`config.mk`:
```
export PLATFORM = sky130hd
export DESIGN_NAME = timer_peripheral
export DESIGN_NICKNAME = d
export VERILOG_FILES = /design/src/rtl/timer_peripheral.sv
export SDC_FILE = /design/constraint.sdc
export NUM_CORES = 1
export LEC_CHECK = 0
export BUFFER_PORTS_ARGS = -buffer_cell sky130_fd_sc_hd__buf_2
export CORE_UTILIZATION = 40
export CTS_BUF_LIST = sky130_fd_sc_hd__clkbuf_8 sky130_fd_sc_hd__clkbuf_16
export DETAILED_ROUTE_END_ITERATION = 7
export GPL_TIMING_DRIVEN = 0
export SLEW_MARGIN = 25
export SYNTH_ARGS = -nofsm -noshare
export SYNTH_HDL_FRONTEND = slang
export SYNTH_SLANG_ARGS = --single-unit
```
`constraint.sdc`:
```
create_clock -name clk -period 2.05 [get_ports clk]
set_input_delay 0.205 -clock clk [delete_from_list [all_inputs] [get_ports clk]]
set_output_delay 0.205 -clock clk [all_outputs]
set_load 0.05 [all_outputs]
```
`src/rtl/timer_peripheral.sv`:
```
// timer_peripheral: memory-mapped responder on the core data bus.
// It provides a reloadable interval timer with interrupt, an LED register, a
// synchronized switch port, a 7-segment drive register and, when the macro
// TIMER_PERIPHERAL_SYSTICK_EN is defined, a free-running SYSTICK counter.
// Register window (7 words from BASE_ADDR):
//   0x00 TH  0x04 TL  0x08 TCON  0x0C LED  0x10 SWITCH  0x14 DIGI  0x18 SYSTICK
// Reads are combinational so the single-cycle core sees data in the same cycle.
module timer_peripheral #(
    parameter logic [31:0] BASE_ADDR = 32'h40000000
) (
    input  logic        clk,
    input  logic        reset,
    input  logic [31:0] iMemAddr,
    input  logic        iMemWrite,
    input  logic        iMemRead,
    input  logic [31:0] iMemWriteData,
    output logic [31:0] oMemReadData,
    output logic        oInterrupt,
    output logic [7:0]  oLed,
    input  logic [7:0]  iSwitch,
    output logic [11:0] oDigi
);

    localparam logic [2:0] OFF_TH      = 3'd0;
    localparam logic [2:0] OFF_TL      = 3'd1;
    localparam logic [2:0] OFF_TCON    = 3'd2;
    localparam logic [2:0] OFF_LED     = 3'd3;
    localparam logic [2:0] OFF_SWITCH  = 3'd4;
    localparam logic [2:0] OFF_DIGI    = 3'd5;
    localparam logic [2:0] OFF_SYSTICK = 3'd6;

    localparam logic [31:0] TL_MAX = 32'hFFFF_FFFF;

    // Register state and next-state values
    logic [31:0] th_q, th_d;
    logic [31:0] tl_q, tl_d;
    logic [2:0]  tcon_q, tcon_d;
    logic [7:0]  led_q, led_d;
    logic [11:0] digi_q, digi_d;
    logic [7:0]  sw_meta_q;
    logic [7:0]  sw_sync_q;

    // Address decode
    logic        hit;
    logic [2:0]  offset;
    logic        wr_en;
    logic        wr_th;
    logic        wr_tl;
    logic        wr_tcon;
    logic        wr_led;
    logic        wr_digi;

    // Timer events
    logic        tl_at_max;
    logic        tmr_reload;
    logic        tmr_inc;
    logic        irq_set;

    // Byte-lane bits are not part of the word decode
    logic        unused_addr_lsb;
    assign unused_addr_lsb = ^iMemAddr[1:0];

    // Word offset 7 lies inside the 32-byte window but is not a register
    assign offset  = iMemAddr[4:2];
    assign hit     = (iMemAddr[31:5] == BASE_ADDR[31:5]) && (offset != 3'd7);
    assign wr_en   = iMemWrite && hit;
    assign wr_th   = wr_en && (offset == OFF_TH);
    assign wr_tl   = wr_en && (offset == OFF_TL);
    assign wr_tcon = wr_en && (offset == OFF_TCON);
    assign wr_led  = wr_en && (offset == OFF_LED);
    assign wr_digi = wr_en && (offset == OFF_DIGI);

    // Overflow uses the currently stored enables; a same-cycle TCON write
    // only affects the following cycle.
    assign tl_at_max  = (tl_q == TL_MAX);
    assign tmr_reload = tcon_q[0] && tl_at_max;
    assign tmr_inc    = tcon_q[0] && !tl_at_max;
    assign irq_set    = tmr_reload && tcon_q[1];

`ifdef TIMER_PERIPHERAL_SYSTICK_EN
    logic [31:0] systick_q, systick_d;
    logic        wr_systick;

    assign wr_systick = wr_en && (offset == OFF_SYSTICK);

    // SYSTICK free-runs; a bus write takes priority over the increment
    always_comb begin
        systick_d = systick_q + 32'd1;
        if (wr_systick) begin
            systick_d = iMemWriteData;
        end
    end

    // SYSTICK storage
    always_ff @(posedge clk or negedge reset) begin
        if (!reset) begin
            systick_q <= '0;
        end else begin
            systick_q <= systick_d;
        end
    end
`endif

    // Timer next state: bus writes to TL win, reload reads the old TH, and an
    // overflow set of the status bit wins over a software clear.
    always_comb begin
        th_d   = th_q;
        tl_d   = tl_q;
        tcon_d = tcon_q;

        if (wr_th) begin
            th_d = iMemWriteData;
        end

        if (wr_tl) begin
            tl_d = iMemWriteData;
        end else if (tmr_reload) begin
            tl_d = th_q;
        end else if (tmr_inc) begin
            tl_d = tl_q + 32'd1;
        end

        if (wr_tcon) begin
            tcon_d = iMemWriteData[2:0];
        end
        if (irq_set) begin
            tcon_d[2] = 1'b1;
        end
    end

    // Simple output registers next state
    always_comb begin
        led_d  = led_q;
        digi_d = digi_q;
        if (wr_led) begin
            led_d = iMemWriteData[7:0];
        end
        if (wr_digi) begin
            digi_d = iMemWriteData[11:0];
        end
    end

    // Timer and output register storage
    always_ff @(posedge clk or negedge reset) begin
        if (!reset) begin
            th_q   <= '0;
            tl_q   <= '0;
            tcon_q <= '0;
            led_q  <= '0;
            digi_q <= '0;
        end else begin
            th_q   <= th_d;
            tl_q   <= tl_d;
            tcon_q <= tcon_d;
            led_q  <= led_d;
            digi_q <= digi_d;
        end
    end

    // Two-flop synchronizer for the asynchronous board switches
    always_ff @(posedge clk or negedge reset) begin
        if (!reset) begin
            sw_meta_q <= '0;
            sw_sync_q <= '0;
        end else begin
            sw_meta_q <= iSwitch;
            sw_sync_q <= sw_meta_q;
        end
    end

    // Combinational read mux; zero whenever the access is not a read hit
    always_comb begin
        oMemReadData = '0;
        if (iMemRead && hit) begin
            case (offset)
                OFF_TH:      oMemReadData = th_q;
                OFF_TL:      oMemReadData = tl_q;
                OFF_TCON:    oMemReadData = {29'd0, tcon_q};
                OFF_LED:     oMemReadData = {24'd0, led_q};
                OFF_SWITCH:  oMemReadData = {24'd0, sw_sync_q};
                OFF_DIGI:    oMemReadData = {20'd0, digi_q};
`ifdef TIMER_PERIPHERAL_SYSTICK_EN
                OFF_SYSTICK: oMemReadData = systick_q;
`else
                OFF_SYSTICK: oMemReadData = 32'd0;
`endif
                default:     oMemReadData = 32'd0;
            endcase
        end
    end

    assign oInterrupt = tcon_q[2];
    assign oLed       = led_q;
    assign oDigi      = digi_q;

endmodule

```
## After elaboration in Yosys (flattened, before gate mapping)

Index checks and enable logic that the tools add are counted.

- Bits in registers: 103
- Input bits: 76
- Output and inout bits: 53
- Word-level logic and storage cells: 39

- $add $sub $neg: 1
- Equality and inequality tests: 8
- Multiplexer cells: 7
- Reduce and logical (&&, ||, !) cells: 15

Operators by type and width:

| operator | number |
|---|---|
| 32-bit case mux with 6 select lines | 1 |
| 32-bit two-way mux | 4 |
| 32-bit by 1-bit adder with 32-bit output (second input constant) | 1 |
| 32-bit == test (second input constant) | 1 |
| 27-bit by 26-bit == test with 1-bit output (second input constant) | 1 |
| 1-bit logical AND | 11 |
| 3-bit by 2-bit == test with 1-bit output (second input constant) | 2 |
| 3-bit == test (second input constant) | 2 |
| 3-bit by 1-bit == test with 1-bit output (second input constant) | 1 |
| 3-bit zero test | 1 |
| 3-bit two-way mux | 1 |
| 3-bit != test (second input constant) | 1 |
| 3-bit nonzero test | 1 |
| 2-bit nonzero test | 1 |
| 1-bit zero test | 1 |
| 1-bit two-way mux | 1 |

## Logic depth before layout (Yosys ltp)

Gate-level depths: netlist of the first run.

- Word-level depth: 6
- Gate-level depth with buffers: 10
- Mapped depth without buffers: 7

## Worst setup path before layout of the first run

OpenSTA, ideal clock, no wires.

- Path kind: input port to output port
- Start: input iMemAddr[7]
- End: output oMemReadData[10]
- Arrival: 2363 ps
- Data required time: 1845 ps
- Slack: -518 ps
- Stages on the path: 6
- Path buffers: 1
- Path through: nor4_1 nand4_1 nor3_1 nand2_1 clkbuf_1 nor3_1

- Word-level cells in the longest chain between the ends: 4

RTL lines:

| element | line | RTL |
|---|---|---|
| start: declaration | 13 | `input logic [31:0] iMemAddr,` |
| 27-bit by 26-bit == test with 1-bit output | 65 | `assign hit = (iMemAddr[31:5] == BASE_ADDR[31:5]) && (offset != 3'd7);` |
| 1-bit logical AND | 65 |  |
| 1-bit logical AND | 174 | `if (iMemRead && hit) begin` |
| 32-bit two-way mux | 174 |  |
| end: declaration | 17 | `output logic [31:0] oMemReadData,` |

Every way passes these cells.

## Final worst setup path of the first run

- Start: register tl_q[5]
- End: register tl_q[28]

- Word-level cells in the longest chain between the ends: 4
- Elaborated cells on any way between the ends: 9
- Those cells by class: add/sub (1); eq/ne (1); mux (3); reduce/logical (4)

RTL lines:

| element | line | RTL |
|---|---|---|
| start: declaration | 36 | `logic [31:0] tl_q, tl_d;` |
| start signal: assignment | 153 | `tl_q <= tl_d;` |
| 32-bit by 1-bit adder with 32-bit output / 32-bit == test (equally long branches) | 120, 75 |  |
| 32-bit two-way mux (tied with other cells) | 119 | `end else if (tmr_inc) begin` |
| 32-bit two-way mux / 1-bit logical AND (equally long branches) | 117, 77 |  |
| 32-bit two-way mux / 3-bit nonzero test (equally long branches) | -- |  |

Parallel ways exist; a longest one is shown, timed or not. The select of a mux whose other input is x is not followed.
A chain may end at the register's enable or synchronous reset.

==> results.sh, run 1 <==
export IMPL_outcome="finished, final reports clean"
export IMPL_crit_top_cell="or4_4"
export IMPL_grt_pass1_vias=5211
export IMPL_path_clk_slew_ns=0.08
export IMPL_worstPathRequired_ns=2.34
export IMPL_synthesis_nets=644
export IMPL_viasPerCell=5.77
export IMPL_pin_count=129
export IMPL_worst_pin_slew_ns=0.715
export IMPL_utilization=0.579
export IMPL_cpPeakStageDelay_ns=0.58
export IMPL_slew_headroom=0.523
export IMPL_grt_max_degree=75
export IMPL_hold_viol_final=0
export IMPL_final_common_cell="buf_2"
export IMPL_critPathArrivalTime_ns=2.34
export IMPL_clockBufferDepth=2
export IMPL_clock_latency_ns=0.37
export IMPL_maxSlewViolCount=0
export IMPL_vias=5288
export IMPL_synth_seq_area_share=0.458
export IMPL_diodes=0
export IMPL_drive_gt1_frac=0.419
export IMPL_start_util=0.418
export IMPL_yosys_warnings=0
export IMPL_postRouteAntennaNets=0
export IMPL_path_cells="buf_6, nand4_4, or4_4, or4_4, mux2i_1, o21ai_1, o21ai_2"
export IMPL_cts_sinks=103
export IMPL_cts_tree="yes"
export IMPL_row_count=42
export IMPL_crit_fanout=4
export IMPL_finalNonFillerCells=916
export IMPL_final_nets=812
export IMPL_grt_total_usage=0.258
export IMPL_rsz0062_at_grt="yes"
export IMPL_wl_um=18200
export IMPL_avgSynthCellArea_um2=9.92
export IMPL_drt_wirelength_per_cell_um=19.9
export IMPL_coreArea_um2=13500
export IMPL_drc=0
export IMPL_grt_pass1_wl_um=28500
export IMPL_synth_main_ff_cell="dfrtp_1"
export IMPL_grt_antenna_before_repair=0
export IMPL_dr_first_iter_drc_count=341
export IMPL_min_path_type="input port to register"
export IMPL_gp_congestion=0.921
export IMPL_setup_worst_path_class="register to register"
export IMPL_async_reset_ff_frac=1.00
export IMPL_synth_seq_cells=103
export IMPL_cp_slowest_cell="or4_4"
export IMPL_grt_overflow=0
export IMPL_place_inst=870
export IMPL_syn_area_um2=5620
export IMPL_powerDensity_nw_per_um2=544
export IMPL_cts_max_level=3
export IMPL_synth_cell_types=51
export IMPL_dp_hpwl_um=12600
export IMPL_firstDrtPassIters=6
export IMPL_startpoint_type="register"
export IMPL_setup_viol=0
export IMPL_cts_root_buffer="clkbuf_16"
export IMPL_maxCapViolations=0
export IMPL_p_leak_nw=3.47
export IMPL_fp_dieH_um=121
export IMPL_die_area_um2=14500
export IMPL_skew_ns=0.0126
export IMPL_synthCells=567
export IMPL_max_freq_mhz=489
export IMPL_mostFrequentLayoutCells="buf_2 (102), dfrtp_1 (89), mux2_2 (41), nor2_1 (40), nand2_1 (37)"
export IMPL_die_w_um=121
export IMPL_fin_crit_sh=0.998
export IMPL_areaGrowthSynthToFinish_pct=38.5
export IMPL_worst_setup_path_end_kind="register"
export IMPL_peakVddDrop_uv=490
export IMPL_numCtsBuffers=9
export IMPL_period_minus_slack_ns=2.05
export IMPL_io_buffers=126
export IMPL_synth_edf_count=0
## sequential cells by signal (all words and copies together), names as in the netlist
| name | count |
|---|---|
| oDigi | 12 |
| sw_meta_q | 8 |
| th_q | 32 |
| oLed | 8 |
| tcon_q | 3 |
| tl_q | 32 |
| sw_sync_q | 8 |
## synthesized netlist by cell type, types with 10 or more instances
cell | n | area share
nand3_1 | 29 | 0.026
a22oi_1 | 27 | 0.036
mux2_1 | 21 | 0.042
nor2_1 | 61 | 0.041
nand4_1 | 18 | 0.020
and3_1 | 11 | 0.012
nor3_1 | 10 | 0.0089
nand2_1 | 38 | 0.025
nor4_1 | 11 | 0.012
clkbuf_1 | 25 | 0.017
a21oi_1 | 35 | 0.031
dfrtp_1 | 103 | 0.46
buf_2 | 14 | 0.012
mux2_2 | 41 | 0.082
## critical path: cells and delay by family, from the launching register on
| kind | cells | cell delay [ns] |
|---|---|---|
| compound gates | 2 | 0.22 |
| buf+inv | 1 | 0.12 |
| flops | 1 | 0.36 |
| mux | 1 | 0.16 |
| simple gates | 3 | 1.13 |
## repair_timing
action,CTS,global route
setup buffers,12,12
cloned,2,0
endpoints found under the setup margin,65,93
resized for setup,121,50
pin swaps,8,21
endpoints found under the hold margin,37,0
hold buffers,9,0
## area by class of cell
| class | count | area, um^2 |
|---|---|---|
| Inverter | 3 | 11.3 |
| Clock inverter | 7 | 103 |
| Multi-Input combinational cell | 414 | 3130 |
| Fill cell | 1179 | 5660 |
| Buffer | 42 | 333 |
| Timing Repair Buffer | 162 | 1170 |
| Tap cell | 176 | 220 |
| Sequential cell | 103 | 2590 |
| Clock buffer | 9 | 225 |
## per-stage QoR
stage	cell area, um^2	setup slack, ns	TNS, ns	hold slack, ns	power [mW]
2_1_floorplan	5730	-0.118	-2.18	-0.0906	2.15
3_3_place_gp	6580	-0.837	-82.44	0.312	2.30
3_5_place_dp	6620	-0.804	-44.63	0.105	2.32
4_1_cts	7560	-0.0252	-0.143	0.0576	4.25
5_1_grt	7790	-0.0992	-3.44	0.0547	4.38
6_report	7790	0.00310	0	0.0645	4.24
## metal layers
layer	track usage	vias up	share of wire
met1	0.340	2633	0.43
met4	0.0702	0	0.020
met2	0.418	191	0.49
li1	-	2441	-
met5	0	-	0
met3	0.0675	23	0.060
## cell families (layout without fill, tap and decap cells)
| family | after synthesis | in the layout | synth area share |
|---|---|---|---|
| AND/OR/NAND/NOR | 204 | 204 | 0.182 |
| adder cells (fa/ha/maj) | 1 | 1 | 0.00222 |
| multiplexers | 72 | 72 | 0.149 |
| flip-flops | 103 | 103 | 0.458 |
| XOR/XNOR | 13 | 13 | 0.0202 |
| buffers and inverters | 50 | 223 | 0.0405 |
| AO/OA/AOI/OAI | 124 | 124 | 0.149 |
## power by group
part	switching, mW	total [mW]	internal, mW
logic	0.149	0.260	0.111
registers	0.00339	2.05	2.05
clock network	0.842	1.93	1.09
total	0.994	4.24	3.25
## path summary, 6_finish.rpt
kind                              startpoint            to  slack, ns  depth (start not counted)
hold / removal             iMemWriteData[14]      tl_q[14]       0.06                          3
setup reg to reg                     tl_q[5]      tl_q[28]      0.003                          7
setup / recovery                     tl_q[5]      tl_q[28]      0.003                          7
max in group asynchronous              reset      oDigi[2]       1.09                          3
hold reg to reg                 sw_meta_q[1]  sw_sync_q[1]       0.34                          0
min in group asynchronous              reset      th_q[17]       0.28                          2
Note: power is estimated with default switching activity, not from simulation.
==> inputs of run 2 (changes only) <==
PLACE_DENSITY = 0.71   (was not set)
clock period = 1.65 ns   (was 2.05 ns; I/O delays follow)
==> results.sh, run 2 (same netlist as run 1, synthesis figures left out) <==
export IMPL_hold_viol_final=0
export IMPL_fill_cells=903
export IMPL_path_clk_slew_ns=0.08
export IMPL_p_int_mw=3.87
export IMPL_gp_congestion=0.899
export IMPL_skew_ns=0.0115
export IMPL_vias=5994
export IMPL_power_frac_seq=0.500
export IMPL_drc=0
export IMPL_wl_um=22200
export IMPL_grt_total_usage=0.294
export IMPL_grt_antenna_before_repair=0
export IMPL_drt_wirelength_per_cell_um=22.5
export IMPL_cts_max_level=3
export IMPL_dp_hpwl_um=12800
export IMPL_path_cells="nand4_1, buf_4, buf_4, buf_4, buf_4, nor4_2, a31oi_1, a211oi_1, a21o_1"
export IMPL_clock_latency_ns=0.37
export IMPL_max_freq_mhz=464
export IMPL_mostFrequentLayoutCells="buf_2 (87), dfrtp_1 (85), buf_4 (70), buf_6 (58), mux2_4 (53)"
export IMPL_final_common_cell="buf_2"
export IMPL_drive_gt1_frac=0.581
export IMPL_grt_max_degree=55
export IMPL_die_w_um=121
export IMPL_fp_dieH_um=121
export IMPL_p_leak_nw=4.09
export IMPL_cts_root_buffer="clkbuf_16"
export IMPL_cpPeakStageDelay_ns=0.43
export IMPL_critPathArrivalTime_ns=2.46
export IMPL_period_minus_slack_ns=2.16
export IMPL_outcome="complete, but fails checks"
export IMPL_peakVddDrop_uv=727
export IMPL_row_count=42
export IMPL_worst_setup_path_end_kind="register"
export IMPL_violations="setup timing"
export IMPL_numCtsBuffers=9
export IMPL_pin_count=129
export IMPL_grt_pass1_wl_um=32200
export IMPL_slew_headroom=0.487
export IMPL_grt_overflow=0
export IMPL_final_nets=885
export IMPL_maxSlewViolCount=0
export IMPL_diodes=0
export IMPL_power_frac_comb=0.076
export IMPL_coreArea_um2=13500
export IMPL_firstDrtPassIters=5
export IMPL_startpoint_type="register"
export IMPL_maxCapViolations=0
export IMPL_worstPathRequired_ns=1.95
export IMPL_crit_fanout=5
export IMPL_cts_tree="yes"
export IMPL_cts_sinks=103
export IMPL_io_buffers=126
export IMPL_finalSetupTns_ns=-17.86
export IMPL_grt_pass1_vias=5947
export IMPL_cp_slowest_cell="dfrtp_1"
export IMPL_start_util=0.418
export IMPL_fin_crit_sh=1.31
export IMPL_clockBufferDepth=2
export IMPL_powerDensity_nw_per_um2=539
export IMPL_worst_pin_slew_ns=0.769
export IMPL_areaGrowthSynthToFinish_pct=67.9
export IMPL_finalWorstSetupSlack_ns=-0.506
export IMPL_crit_top_cell="buf_4"
export IMPL_min_path_type="input port to register"
export IMPL_setup_worst_path_class="register to register"
export IMPL_p_switching_mw=1.22
export IMPL_viasPerCell=6.07
export IMPL_setup_viol=102
export IMPL_place_inst=870
export IMPL_postRouteAntennaNets=0
export IMPL_p_sw_frac=0.240
export IMPL_die_area_um2=14500
export IMPL_rsz0062_at_grt="yes"
export IMPL_finalNonFillerCells=988
export IMPL_clock_power_share=0.424
export IMPL_dr_first_iter_drc_count=611
run 2: changes by cell type in the layout (fill, tap and decap cells not counted), sizes merged:
cell,before,now
buf,170,248
bufinv,2,1
clkbuf,34,29
clkinv,2,3
clkinvlp,0,1
inv,6,4
run 2: final cells by class:
cell class	instances	area [um^2]	area share
Buffer	40	452	0.0478
Multi-Input combinational cell	414	3770	0.400
Clock buffer	9	225	0.0239
Tap cell	176	220	0.0233
Timing Repair Buffer	237	2100	0.222
Inverter	3	11.3	0.00119
Sequential cell	103	2600	0.275
Clock inverter	6	63.8	0.00676
run 2: critical path: cells and delay by family (launching register included):
kind / cells / cell delay [ns]
buffers and inverters: 4 / 0.58
DFF: 1 / 0.43
and+or+nand+nor: 2 / 0.50
AOI/OAI and AO/OA: 3 / 0.58
run 2: final timing paths:
check                                       start           end  slack (ns)  cells past startpoint
worst max-delay path                     tl_q[14]      tl_q[24]       -0.51                      9
max in group asynchronous                   reset       tl_q[6]        0.67                      3
worst max register to register           tl_q[14]      tl_q[24]       -0.51                      9
min in group asynchronous                   reset      th_q[13]        0.33                      2
worst min register to register       sw_meta_q[3]  sw_sync_q[3]        0.35                      0
worst min-delay path            iMemWriteData[14]      tl_q[14]        0.01                      3
run 2: repair_timing:
item | in CTS | in global routing
buffers inserted | 59 | 44
hold buffers | 9 | 0
cloned | 9 | 0
setup endpoints to repair | 92 | 118
pin swaps | 31 | 40
hold endpoints to repair | 61 | 0
resized for setup | 196 | 86
run 2: power by group through the flow:
stage	sequential, mW	combinational [mW]	clock [mW]
2_1_floorplan	2.60	0.0974	0
3_3_place_gp	2.60	0.292	0
3_5_place_dp	2.60	0.312	0
4_1_cts	2.55	0.362	2.17
5_1_grt	2.55	0.413	2.26
6_report	2.55	0.385	2.16
run 2: routing by layer:
metal,up-vias,part of all wire,global-route usage
met1,2955,0.39,0.374
met2,376,0.50,0.475
met5,-,0,0
met3,74,0.078,0.0745
met4,0,0.038,0.126
li1,2589,-,-
run 2: stage by stage:
step	worst slack, ns	utilization	hold slack (ns)	instance area [um^2]	power, mW
after floorplan	-0.307	-	-0.131	6360	2.69
after global placement	-0.738	0.536	0.272	7210	2.89
after detailed placement	-0.725	0.538	0.163	7240	2.91
after CTS	-0.377	0.666	0.0118	8960	5.07
after global routing	-0.576	0.702	0.0277	9440	5.23
final	-0.506	0.702	0.0110	9440	5.09
==> inputs of run 3 (changes only) <==
CORE_MARGIN = 3   (was not set)
TNS_END_PERCENT = 20   (was not set)
==> results.sh, run 3 (same netlist as run 1, synthesis figures left out) <==
export IMPL_outcome="complete, but fails checks"
export IMPL_violations="setup timing"
export IMPL_diodes=0
export IMPL_dr_first_iter_drc_count=796
export IMPL_numCtsBuffers=9
export IMPL_min_path_type="input port to register"
export IMPL_hold_viol_final=0
export IMPL_crit_fanout=2
export IMPL_cpPeakStageDelay_ns=0.59
export IMPL_viasPerCell=6.06
export IMPL_cts_sinks=103
export IMPL_fill_cells=1031
export IMPL_grt_total_usage=0.246
export IMPL_fin_hold_ws_ns=0.0303
export IMPL_firstDrtPassIters=6
export IMPL_wl_um=20000
export IMPL_start_util=0.416
export IMPL_setup_worst_path_class="register to register"
export IMPL_powerDensity_nw_per_um2=616
export IMPL_skew_ns=0.00885
export IMPL_mostFrequentLayoutCells="buf_2 (91), dfrtp_1 (91), buf_6 (53), nor2_1 (35), nand2_1 (33)"
export IMPL_coreArea_um2=13500
export IMPL_grt_overflow=0
export IMPL_cp_slowest_cell="or4_4"
export IMPL_period_minus_slack_ns=2.21
export IMPL_met2_usage=0.403
export IMPL_postRouteAntennaNets=0
export IMPL_rsz0062_at_grt="yes"
export IMPL_max_freq_mhz=452
export IMPL_grt_pass1_vias=5732
export IMPL_path_cells="ha_4, nand4_1, or4_4, or4_4, mux2i_4, o21ai_2, o21ai_2"
export IMPL_startpoint_type="register"
export IMPL_drc=0
export IMPL_place_ws_ns=-0.805
export IMPL_grt_antenna_before_repair=0
export IMPL_cts_tree="yes"
export IMPL_pin_count=129
export IMPL_critPathArrivalTime_ns=2.50
export IMPL_die_area_um2=15500
export IMPL_maxCapViolations=0
export IMPL_fin_crit_sh=1.34
export IMPL_areaGrowthSynthToFinish_pct=54.4
export IMPL_crit_family="simple AND/OR/NAND/NOR gates"
export IMPL_grt_busiest_layer="met2"
export IMPL_grt_max_degree=64
export IMPL_final_nets=826
export IMPL_vias=5638
export IMPL_clockBufferDepth=2
export IMPL_fp_dieH_um=125
export IMPL_gp_congestion=0.927
export IMPL_met3_usage=0.0536
export IMPL_grt_pass1_wl_um=30700
export IMPL_cts_root_buffer="clkbuf_16"
export IMPL_worstPathRequired_ns=1.94
export IMPL_maxSlewViolCount=0
export IMPL_row_count=42
export IMPL_met1_usage=0.317
export IMPL_dp_hpwl_um=13200
export IMPL_cp_num_buf_inv=0
export IMPL_drive_gt1_frac=0.513
export IMPL_cts_max_level=3
export IMPL_clock_latency_ns=0.36
export IMPL_io_buffers=126
export IMPL_finalWorstSetupSlack_ns=-0.562
export IMPL_slew_headroom=0.491
export IMPL_worst_pin_slew_ns=0.764
export IMPL_setup_viol=65
export IMPL_p_leak_nw=3.73
export IMPL_drt_wirelength_per_cell_um=21.5
export IMPL_worst_setup_path_end_kind="register"
export IMPL_peakVddDrop_uv=480
export IMPL_path_clk_slew_ns=0.08
export IMPL_die_w_um=125
## run 3: timing repair
item	CTS	global route
setup endpoints to repair	114	114
cloned	4	0
gates resized for setup	177	79
hold endpoints to repair	70	0
buffers inserted	24	11
pin swaps	44	26
hold buffers	9	0
## run 3: path summary, 6_finish.rpt
kind	cells past startpoint	startpoint	slack, ns	to
min	2	iMemWriteData[12]	0.03	tl_q[12]
max reg2reg	7	tl_q[0]	-0.56	tl_q[28]
min in group asynchronous	2	reset	0.36	tl_q[13]
max	7	tl_q[0]	-0.56	tl_q[28]
max in group asynchronous	3	reset	0.66	tl_q[7]
min reg2reg	0	sw_meta_q[0]	0.36	sw_sync_q[0]
## run 3: final cells by class
| cell class | instances | area [um^2] | share of cell area |
|---|---|---|---|
| Multi-Input combinational cell | 414 | 3620 | 0.417 |
| Clock inverter | 7 | 114 | 0.0131 |
| Timing Repair Buffer | 175 | 1420 | 0.163 |
| Sequential cell | 103 | 2590 | 0.298 |
| Tap cell | 176 | 220 | 0.0254 |
| Clock buffer | 9 | 225 | 0.0259 |
| Inverter | 3 | 11.3 | 0.00130 |
| Buffer | 43 | 480 | 0.0553 |
## run 3: layer usage
layer  share of wire  wire, um
met1            0.41      8190
met2            0.48      9660
met3           0.082      1640
met4           0.024       489
met5               0         0
## run 3: metrics by stage
step | area, um^2 | TNS, ns | cells | power, mW | utilization
finish | 8690 | -17.41 | 930 | 5.35 | 0.643
global route | 8690 | -23.50 | 930 | 5.49 | 0.643
CTS | 8260 | -16.48 | 919 | 5.36 | 0.612
detailed placement | 6960 | -67.58 | 870 | 2.90 | 0.515
global placement | 6940 | -134.54 | 869 | 2.89 | 0.514
floorplan | 6080 | -12.07 | 567 | 2.69 | -
## run 3: where the power goes
group	internal, mW	switching (mW)
sequential	2.54	0.00550
combinational	0.156	0.208
clock	1.37	1.07
